<file path="config.mk">
export PLATFORM = sky130hd
export DESIGN_NAME = lv_reg_arb
export DESIGN_NICKNAME = d
export VERILOG_FILES = /design/src/rtl/lv_pkg.sv /design/src/rtl/lv_reg_arb_sel.sv /design/src/rtl/lv_reg_arb.sv
export SDC_FILE = /design/constraint.sdc
export NUM_CORES = 1
export LEC_CHECK = 0
export ABC_CLOCK_PERIOD_IN_PS = 3200
export CORE_MARGIN = 1.5
export CORE_UTILIZATION = 60
export DETAILED_ROUTE_END_ITERATION = 8
export DONT_BUFFER_PORTS = 1
export PLACE_DENSITY_LB_ADDON = 0.12
export SETUP_SLACK_MARGIN = 0.5
export SLEW_MARGIN = 10
export SYNTH_ARGS = -nofsm -noshare
export SYNTH_HDL_FRONTEND = slang
export SYNTH_SLANG_ARGS = --single-unit
export TNS_END_PERCENT = 10
</file>
<file path="constraint.sdc">
create_clock -name i_clk -period 3.2 [get_ports i_clk]
set_clock_uncertainty 0.15 [all_clocks]
set_input_delay 0.64 -clock i_clk [delete_from_list [all_inputs] [get_ports i_clk]]
set_output_delay 0.64 -clock i_clk [all_outputs]
set_load 0.02 [all_outputs]
</file>
<file path="src/rtl/lv_pkg.sv">
// ---------------------------------------------------------------------------
// lv_pkg
// Shared definitions for the LV register bank access path.
//   - default address/data widths and the number of implemented registers
//   - requester identifiers used by the register arbiter
//   - state encoding of the register arbiter FSM
// ---------------------------------------------------------------------------
package lv_pkg;

  localparam int LV_ADDR_W  = 7;
  localparam int LV_DATA_W  = 8;
  localparam int LV_REG_NUM = 96;

  typedef enum logic [1:0] {
    REQ_SPI = 2'd0,
    REQ_OW  = 2'd1,
    REQ_CRC = 2'd2
  } req_id_e;

  typedef enum logic [1:0] {
    IDLE = 2'd0,
    ACC  = 2'd1,
    RESP = 2'd2
  } arb_state_e;

endpackage

</file>
<file path="src/rtl/lv_reg_arb_sel.sv">
// ---------------------------------------------------------------------------
// lv_reg_arb_sel
// Combinational winner selection for the LV register arbiter.
// Fixed priority SPI > OW > CRC, except that a starved CRC requester beats
// everyone.
// Ports:
//   spi_vld, ow_vld, crc_vld  in   eligible (gated) requests
//   starve                    in   CRC starvation counter has saturated
//   grant_vld                 out  some request is eligible
//   grant_id                  out  winning requester (SPI when none)
// ---------------------------------------------------------------------------
module lv_reg_arb_sel
  import lv_pkg::*;
(
  input  logic    spi_vld,
  input  logic    ow_vld,
  input  logic    crc_vld,
  input  logic    starve,
  output logic    grant_vld,
  output req_id_e grant_id
);

  always_comb begin
    grant_vld = spi_vld | ow_vld | crc_vld;
    grant_id  = REQ_SPI;
    if (crc_vld && starve) begin
      grant_id = REQ_CRC;
    end else if (spi_vld) begin
      grant_id = REQ_SPI;
    end else if (ow_vld) begin
      grant_id = REQ_OW;
    end else if (crc_vld) begin
      grant_id = REQ_CRC;
    end
  end

endmodule

</file>
<file path="src/rtl/lv_reg_arb.sv">
// ---------------------------------------------------------------------------
// lv_reg_arb
// Single-port access arbiter for the LV configuration/status register bank.
// Requesters: SPI slave, one-wire comm, CRC watchdog scanner (read-only).
// Each access takes three cycles: IDLE (grant) -> ACC (bank strobe) ->
// RESP (ack, read data capture).
// Ports:
//   i_clk, i_rst_n          clock, async active-low reset
//   i_sft_rst               synchronous abort/soft reset
//   i_*_ctrl, i_cfg_ctrl    requester enables and write permission
//   i_*_req/wr/addr/wdata   requester access interface
//   o_*_ack/rdata/err       requester responses
//   o_reg_*, i_reg_rdata    register bank interface
//   o_acc_err               pulse per rejected access
// ---------------------------------------------------------------------------
module lv_reg_arb
  import lv_pkg::*;
#(
  parameter int ADDR_W   = LV_ADDR_W,
  parameter int DATA_W   = LV_DATA_W,
  parameter int REG_NUM  = LV_REG_NUM,
  parameter int WAIT_MAX = 16
) (
  input  logic              i_clk,
  input  logic              i_rst_n,
  input  logic              i_sft_rst,
  input  logic              i_spi_ctrl,
  input  logic              i_ow_comm_ctrl,
  input  logic              i_crc_wdg_ctrl,
  input  logic              i_cfg_ctrl,
  input  logic              i_spi_req,
  input  logic              i_ow_req,
  input  logic              i_crc_req,
  input  logic              i_spi_wr,
  input  logic              i_ow_wr,
  input  logic [ADDR_W-1:0] i_spi_addr,
  input  logic [ADDR_W-1:0] i_ow_addr,
  input  logic [ADDR_W-1:0] i_crc_addr,
  input  logic [DATA_W-1:0] i_spi_wdata,
  input  logic [DATA_W-1:0] i_ow_wdata,
  output logic              o_spi_ack,
  output logic              o_ow_ack,
  output logic              o_crc_ack,
  output logic [DATA_W-1:0] o_spi_rdata,
  output logic [DATA_W-1:0] o_ow_rdata,
  output logic [DATA_W-1:0] o_crc_rdata,
  output logic              o_spi_err,
  output logic              o_ow_err,
  output logic              o_reg_en,
  output logic              o_reg_wr,
  output logic [ADDR_W-1:0] o_reg_addr,
  output logic [DATA_W-1:0] o_reg_wdata,
  input  logic [DATA_W-1:0] i_reg_rdata,
  output logic              o_acc_err
);

  localparam int CW = $clog2(WAIT_MAX + 1);
  localparam logic [CW-1:0]   WAIT_LIM = WAIT_MAX[CW-1:0];
  localparam logic [ADDR_W:0] REG_LIM  = REG_NUM[ADDR_W:0];

  arb_state_e        state;
  req_id_e           cur_id;
  logic              legal_q;
  logic [CW-1:0]     starve_cnt;
  logic [DATA_W-1:0] spi_rdata_q;
  logic [DATA_W-1:0] ow_rdata_q;
  logic [DATA_W-1:0] crc_rdata_q;

  logic              spi_elig;
  logic              ow_elig;
  logic              crc_elig;
  logic              grant_vld;
  req_id_e           grant_id;
  logic              sel_wr;
  logic [ADDR_W-1:0] sel_addr;
  logic [DATA_W-1:0] sel_wdata;
  logic              legal_now;
  logic              resp_go;
  logic              rd_take;
  logic              crc_served;

  assign spi_elig = i_spi_ctrl & i_spi_req;
  assign ow_elig  = i_ow_comm_ctrl & i_ow_req;
  assign crc_elig = i_crc_wdg_ctrl & i_crc_req;

  lv_reg_arb_sel u_sel (
    .spi_vld   (spi_elig),
    .ow_vld    (ow_elig),
    .crc_vld   (crc_elig),
    .starve    (starve_cnt == WAIT_LIM),
    .grant_vld (grant_vld),
    .grant_id  (grant_id)
  );

  // Fields of the winning request, latched on grant.
  always_comb begin
    sel_wr    = 1'b0;
    sel_addr  = i_crc_addr;
    sel_wdata = '0;
    case (grant_id)
      REQ_SPI: begin
        sel_wr    = i_spi_wr;
        sel_addr  = i_spi_addr;
        sel_wdata = i_spi_wdata;
      end
      REQ_OW: begin
        sel_wr    = i_ow_wr;
        sel_addr  = i_ow_addr;
        sel_wdata = i_ow_wdata;
      end
      default: ;
    endcase
  end

  // Write permission is judged live in ACC, so the bank strobe and the
  // abort input act within the same cycle instead of being registered.
  assign legal_now = ~(o_reg_wr & ~i_cfg_ctrl) & ({1'b0, o_reg_addr} < REG_LIM);
  assign o_reg_en  = (state == ACC) & ~i_sft_rst & legal_now;

  assign resp_go   = (state == RESP) & ~i_sft_rst;
  assign rd_take   = resp_go & legal_q & ~o_reg_wr;
  assign o_spi_ack = resp_go & (cur_id == REQ_SPI);
  assign o_ow_ack  = resp_go & (cur_id == REQ_OW);
  assign o_crc_ack = resp_go & (cur_id == REQ_CRC);
  assign o_spi_err = o_spi_ack & ~legal_q;
  assign o_ow_err  = o_ow_ack & ~legal_q;
  assign o_acc_err = resp_go & ~legal_q;

  // Bank data is only valid during RESP, so it is passed straight through
  // alongside the ack and captured for the hold period afterwards.
  assign o_spi_rdata = (rd_take && cur_id == REQ_SPI) ? i_reg_rdata : spi_rdata_q;
  assign o_ow_rdata  = (rd_take && cur_id == REQ_OW)  ? i_reg_rdata : ow_rdata_q;
  assign o_crc_rdata = (rd_take && cur_id == REQ_CRC) ? i_reg_rdata : crc_rdata_q;

  // Arbiter FSM with latched access fields and read data hold registers.
  always_ff @(posedge i_clk or negedge i_rst_n) begin
    if (!i_rst_n) begin
      state       <= IDLE;
      cur_id      <= REQ_SPI;
      legal_q     <= 1'b0;
      o_reg_wr    <= 1'b0;
      o_reg_addr  <= '0;
      o_reg_wdata <= '0;
      spi_rdata_q <= '0;
      ow_rdata_q  <= '0;
      crc_rdata_q <= '0;
    end else if (i_sft_rst) begin
      state       <= IDLE;
      cur_id      <= REQ_SPI;
      legal_q     <= 1'b0;
      o_reg_wr    <= 1'b0;
      o_reg_addr  <= '0;
      o_reg_wdata <= '0;
      spi_rdata_q <= '0;
      ow_rdata_q  <= '0;
      crc_rdata_q <= '0;
    end else begin
      case (state)
        IDLE: begin
          if (grant_vld) begin
            cur_id      <= grant_id;
            o_reg_wr    <= sel_wr;
            o_reg_addr  <= sel_addr;
            o_reg_wdata <= sel_wdata;
            state       <= ACC;
          end
        end
        ACC: begin
          legal_q <= legal_now;
          state   <= RESP;
        end
        RESP: begin
          if (rd_take) begin
            case (cur_id)
              REQ_SPI: spi_rdata_q <= i_reg_rdata;
              REQ_OW:  ow_rdata_q  <= i_reg_rdata;
              default: crc_rdata_q <= i_reg_rdata;
            endcase
          end
          state <= IDLE;
        end
        default: state <= IDLE;
      endcase
    end
  end

  // CRC is considered served from its grant until its own access ends,
  // so the counter only measures time lost to other requesters.
  assign crc_served = ((state == IDLE) && grant_vld && (grant_id == REQ_CRC)) ||
                      ((state != IDLE) && (cur_id == REQ_CRC));

  always_ff @(posedge i_clk or negedge i_rst_n) begin
    if (!i_rst_n) begin
      starve_cnt <= '0;
    end else if (i_sft_rst || !crc_elig || crc_served) begin
      starve_cnt <= '0;
    end else if (starve_cnt != WAIT_LIM) begin
      starve_cnt <= starve_cnt + 1'b1;
    end
  end

endmodule

</file>
==> reports/metrics.cfg <==
[outcome]
run_status = completed

[worst_setup_path]
crit_path_max_incr_delay_ps = 480
timing_worst_setup_path_type = reg2out
crit_path_end_kind = primary output
worst-endpoint-arrival_ps = 1800
critical_path.max_fanout = 8
worst_ep_required_time_ps = 2410
critical_path.cell_chain = nor3b_4 -> buf_4 -> nand4b_4 -> mux2_2
critical_path.slowest_cell = dfrtp_1
start_kind = register

[placement]
placement.setup.worst_slack_ps = 634.3
place_congestion = 0.7885
detailedPlacementHpwl_um = 3913
quantity_of_i_o_buffers_inserted_on_ports = 0

[routing]
drt-initial-drc-count = 77
routed_wire_length_per_instance_um = 18.81
first_pass_detailed_route_iteration_total = 4
detail-route-antenna-nets = 0
routed_via_count_divided_by_cell_count = 6.354
vias = 1849
detail_route.wirelength_um = 5475
detail_route.drc_violations = 0

[floorplan]
floorplan.die.width_um = 69.24
initial_utilization_pct = 63.97
fp-row-count = 23
die_h_um = 69.24
core_area_sq_um = 4115
num_io_pins = 104
dieArea_sq_um = 4794

[sta]
setup_viol = 0
final_period_minus_worst_setup_slack_ps = 2588
max_freq_ghz = 0.3864
maxSlewHeadroom_pct = 55.88
setup-tns-final_ps = 0
worst_hold_margin_ps = 35.60
worst_slack_ps = 611.7
timing_hold_violations_final = 0
setup_repair_after_global_routing_missed_its_margin = false
final.period_utilization_pct = 80.88
timing_max_transition_violations_final = 0
timing_worst_slew_pin_value_ps = 656.8

[global_routing]
grt_start_max_net_pins = 51
grt_antenna_before_repair = 0
grt_first_pass_wirelength_um = 9142
grt_use_total_pct = 23.53
grt_pass1_vias = 1975
grt-ovfl-total = 0

[finish]
regArea_sq_um = 1251
layout_common_cells = 50 x dfrtp_1, 28 x nand2_1, 22 x mux2_2, 18 x a21oi_1, 15 x nor2b_1
layout_commonest_cell = dfrtp_1
multi_input_gate_area_in_the_final_layout_sq_um = 1305
area_growth_syn_to_layout_pct = 5.513
post_route_cells_drive_above_1_share_pct = 20.75
fillerInstances = 309
fin_util_pct = 67.50
num_antenna_cells = 0
design.final.nets = 300

[yosys]
post_syn_area_sq_um = 2633
yosys_register_bits = 50
synth.net_count = 301
dominant_cells_by_area_after_synthesis = dfrtp_1 48%, mux2_2 9.4%, nand2_1 4.0%
yosysWarningCount = 0
syn_area_per_cell_sq_um = 10.88
synth.lib_cells_used.distinct = 39
yosysSeqAreaShare_pct = 47.53
netlist.area_leader.share_pct = 47.53
synthesis.instances = 242
synth_area_leader_cell = dfrtp_1

[pwr]
power.total_mw = 1.158
power.density_nw_per_um2 = 417.0
net-switching-power_mw = 0.3126
power.sequential.fraction_pct = 60.3
clock_power_share_pct = 30.1
vdd_ir_drop_max_mv = 0.2688
switching_share_pct = 26.99
static-leakage-power_nw = 1.251
power.share.combinational_pct = 9.7
cell_internal_power_mw = 0.8458

[clock_tree]
clkSlewWorstSetupHoldPaths_ps = 90
htreeDepth = 2
clk_root_buffer_cell = clkbuf_8
cts_tree = done
clock_path_buffers = 2
clkLatencyLatePin_ps = 300
clock-sinks = 50
cts_made_buffers = 5

[flow_run]
max_cap_violations = 0

[min_path]
hold_class = in2async

[critical path, delay by kind of cell (launching register included)]
kind | cells | cell delay (ps)
buf+inv | 1 | 180
flops | 1 | 480
mux | 1 | 410
simple gates | 2 | 430
[timing repair]
item                                    4_1_cts  5_1_grt
pin swaps                                     1        0
endpoints found under the setup margin       24       16
resized for setup                             1        1
hold endpoints to repair                     50        0
buffers inserted                              2        0
hold buffers                                  1        0
[power groups by stage]
stage | clock [mW] | sequential [mW] | combinational [mW]
2_1_floorplan | 0 | 0.702 | 0.0926
3_3_place_gp | 0 | 0.709 | 0.0910
3_5_place_dp | 0 | 0.709 | 0.0953
4_1_cts | 0.353 | 0.697 | 0.113
5_1_grt | 0.383 | 0.702 | 0.126
6_report | 0.348 | 0.698 | 0.112
[synth_stat cells, drive strengths merged]
cell	count
or3	1
nand2	28
nor2	12
nand2b	1
a21oi	18
nor3b	1
xnor2	2
o2bb2ai	9
xor2	2
and2	5
or2	1
mux2i	9
nand3	12
mux2	24
buf	9
inv	4
dfrtp	50
nor3	4
a31oi	1
ha	2
or4	1
a22o	1
nand4b	1
o31ai	1
nor4	2
clkbuf	5
nor4bb	1
a31o	1
a22oi	4
nor2b	22
and3	1
a221o	7
[cell families (layout without fill, tap and decap cells)]
group / after synthesis / after routing / synth area share (%)
compound gates: 42 / 42 / 11.41
xor+xnor: 4 / 4 / 1.331
fa+ha+maj: 2 / 2 / 0.9504
buf+inv: 18 / 17 / 3.184
flops: 50 / 50 / 47.53
mux: 33 / 33 / 13.97
simple gates: 93 / 93 / 21.63
[layout make-up]
| cell class | count | share of cell area [%] |
|---|---|---|
| clock inverters | 2 | 0.3604 |
| flip-flops and latches | 50 | 45.05 |
| well taps | 50 | 2.252 |
| inverters | 4 | 0.5405 |
| multi-input cells | 174 | 46.98 |
| repair buffers | 6 | 2.342 |
| clock buffers | 5 | 2.477 |
[path summary, 6_finish.rpt]
| check | from | slack [ps] | end | cells past startpoint |
|---|---|---|---|---|
| worst max-delay path | state[0]$_DFFE_PN0P_ | 610 | o_ow_rdata[0] | 4 |
| worst min-delay path | i_rst_n | 40 | crc_rdata_q[2]$_DFFE_PN0P_ | 1 |
| max in group asynchronous | i_rst_n | 2660 | o_reg_addr[5]$_DFFE_PN0P_ | 1 |
| min in group i_clk | i_sft_rst | 250 | ow_rdata_q[7]$_DFFE_PN0P_ | 1 |
| worst min register to register | crc_rdata_q[6]$_DFFE_PN0P_ | 370 | crc_rdata_q[6]$_DFFE_PN0P_ | 2 |
| worst max register to register | starve_cnt[0]$_DFFE_PN0P_ | 990 | o_reg_wdata[2]$_DFFE_PN0P_ | 7 |
[flip-flops by register name, summed over array words and instances (netlist names), 2 cells and up]
register     flops
starve_cnt       5
state            2
crc_rdata_q      8
cur_id           2
o_reg_wdata      8
spi_rdata_q      8
ow_rdata_q       8
o_reg_addr       7
[stage by stage]
stage               std cells  cell area, sq um
finish                    291              2778
global route              291              2778
CTS                       291              2773
detailed placement        281              2649
global placement          281              2649
floorplan                 242              2633
[per-layer routing]
metal	vias up	wire length, um	GRT usage [%]
met2	94	2706	40.17
li1	851	-	-
met4	0	71	5.664
met3	9	423	7.994
met5	-	0	0
met1	895	2273	28.78
(Power assumes the default switching activity.)
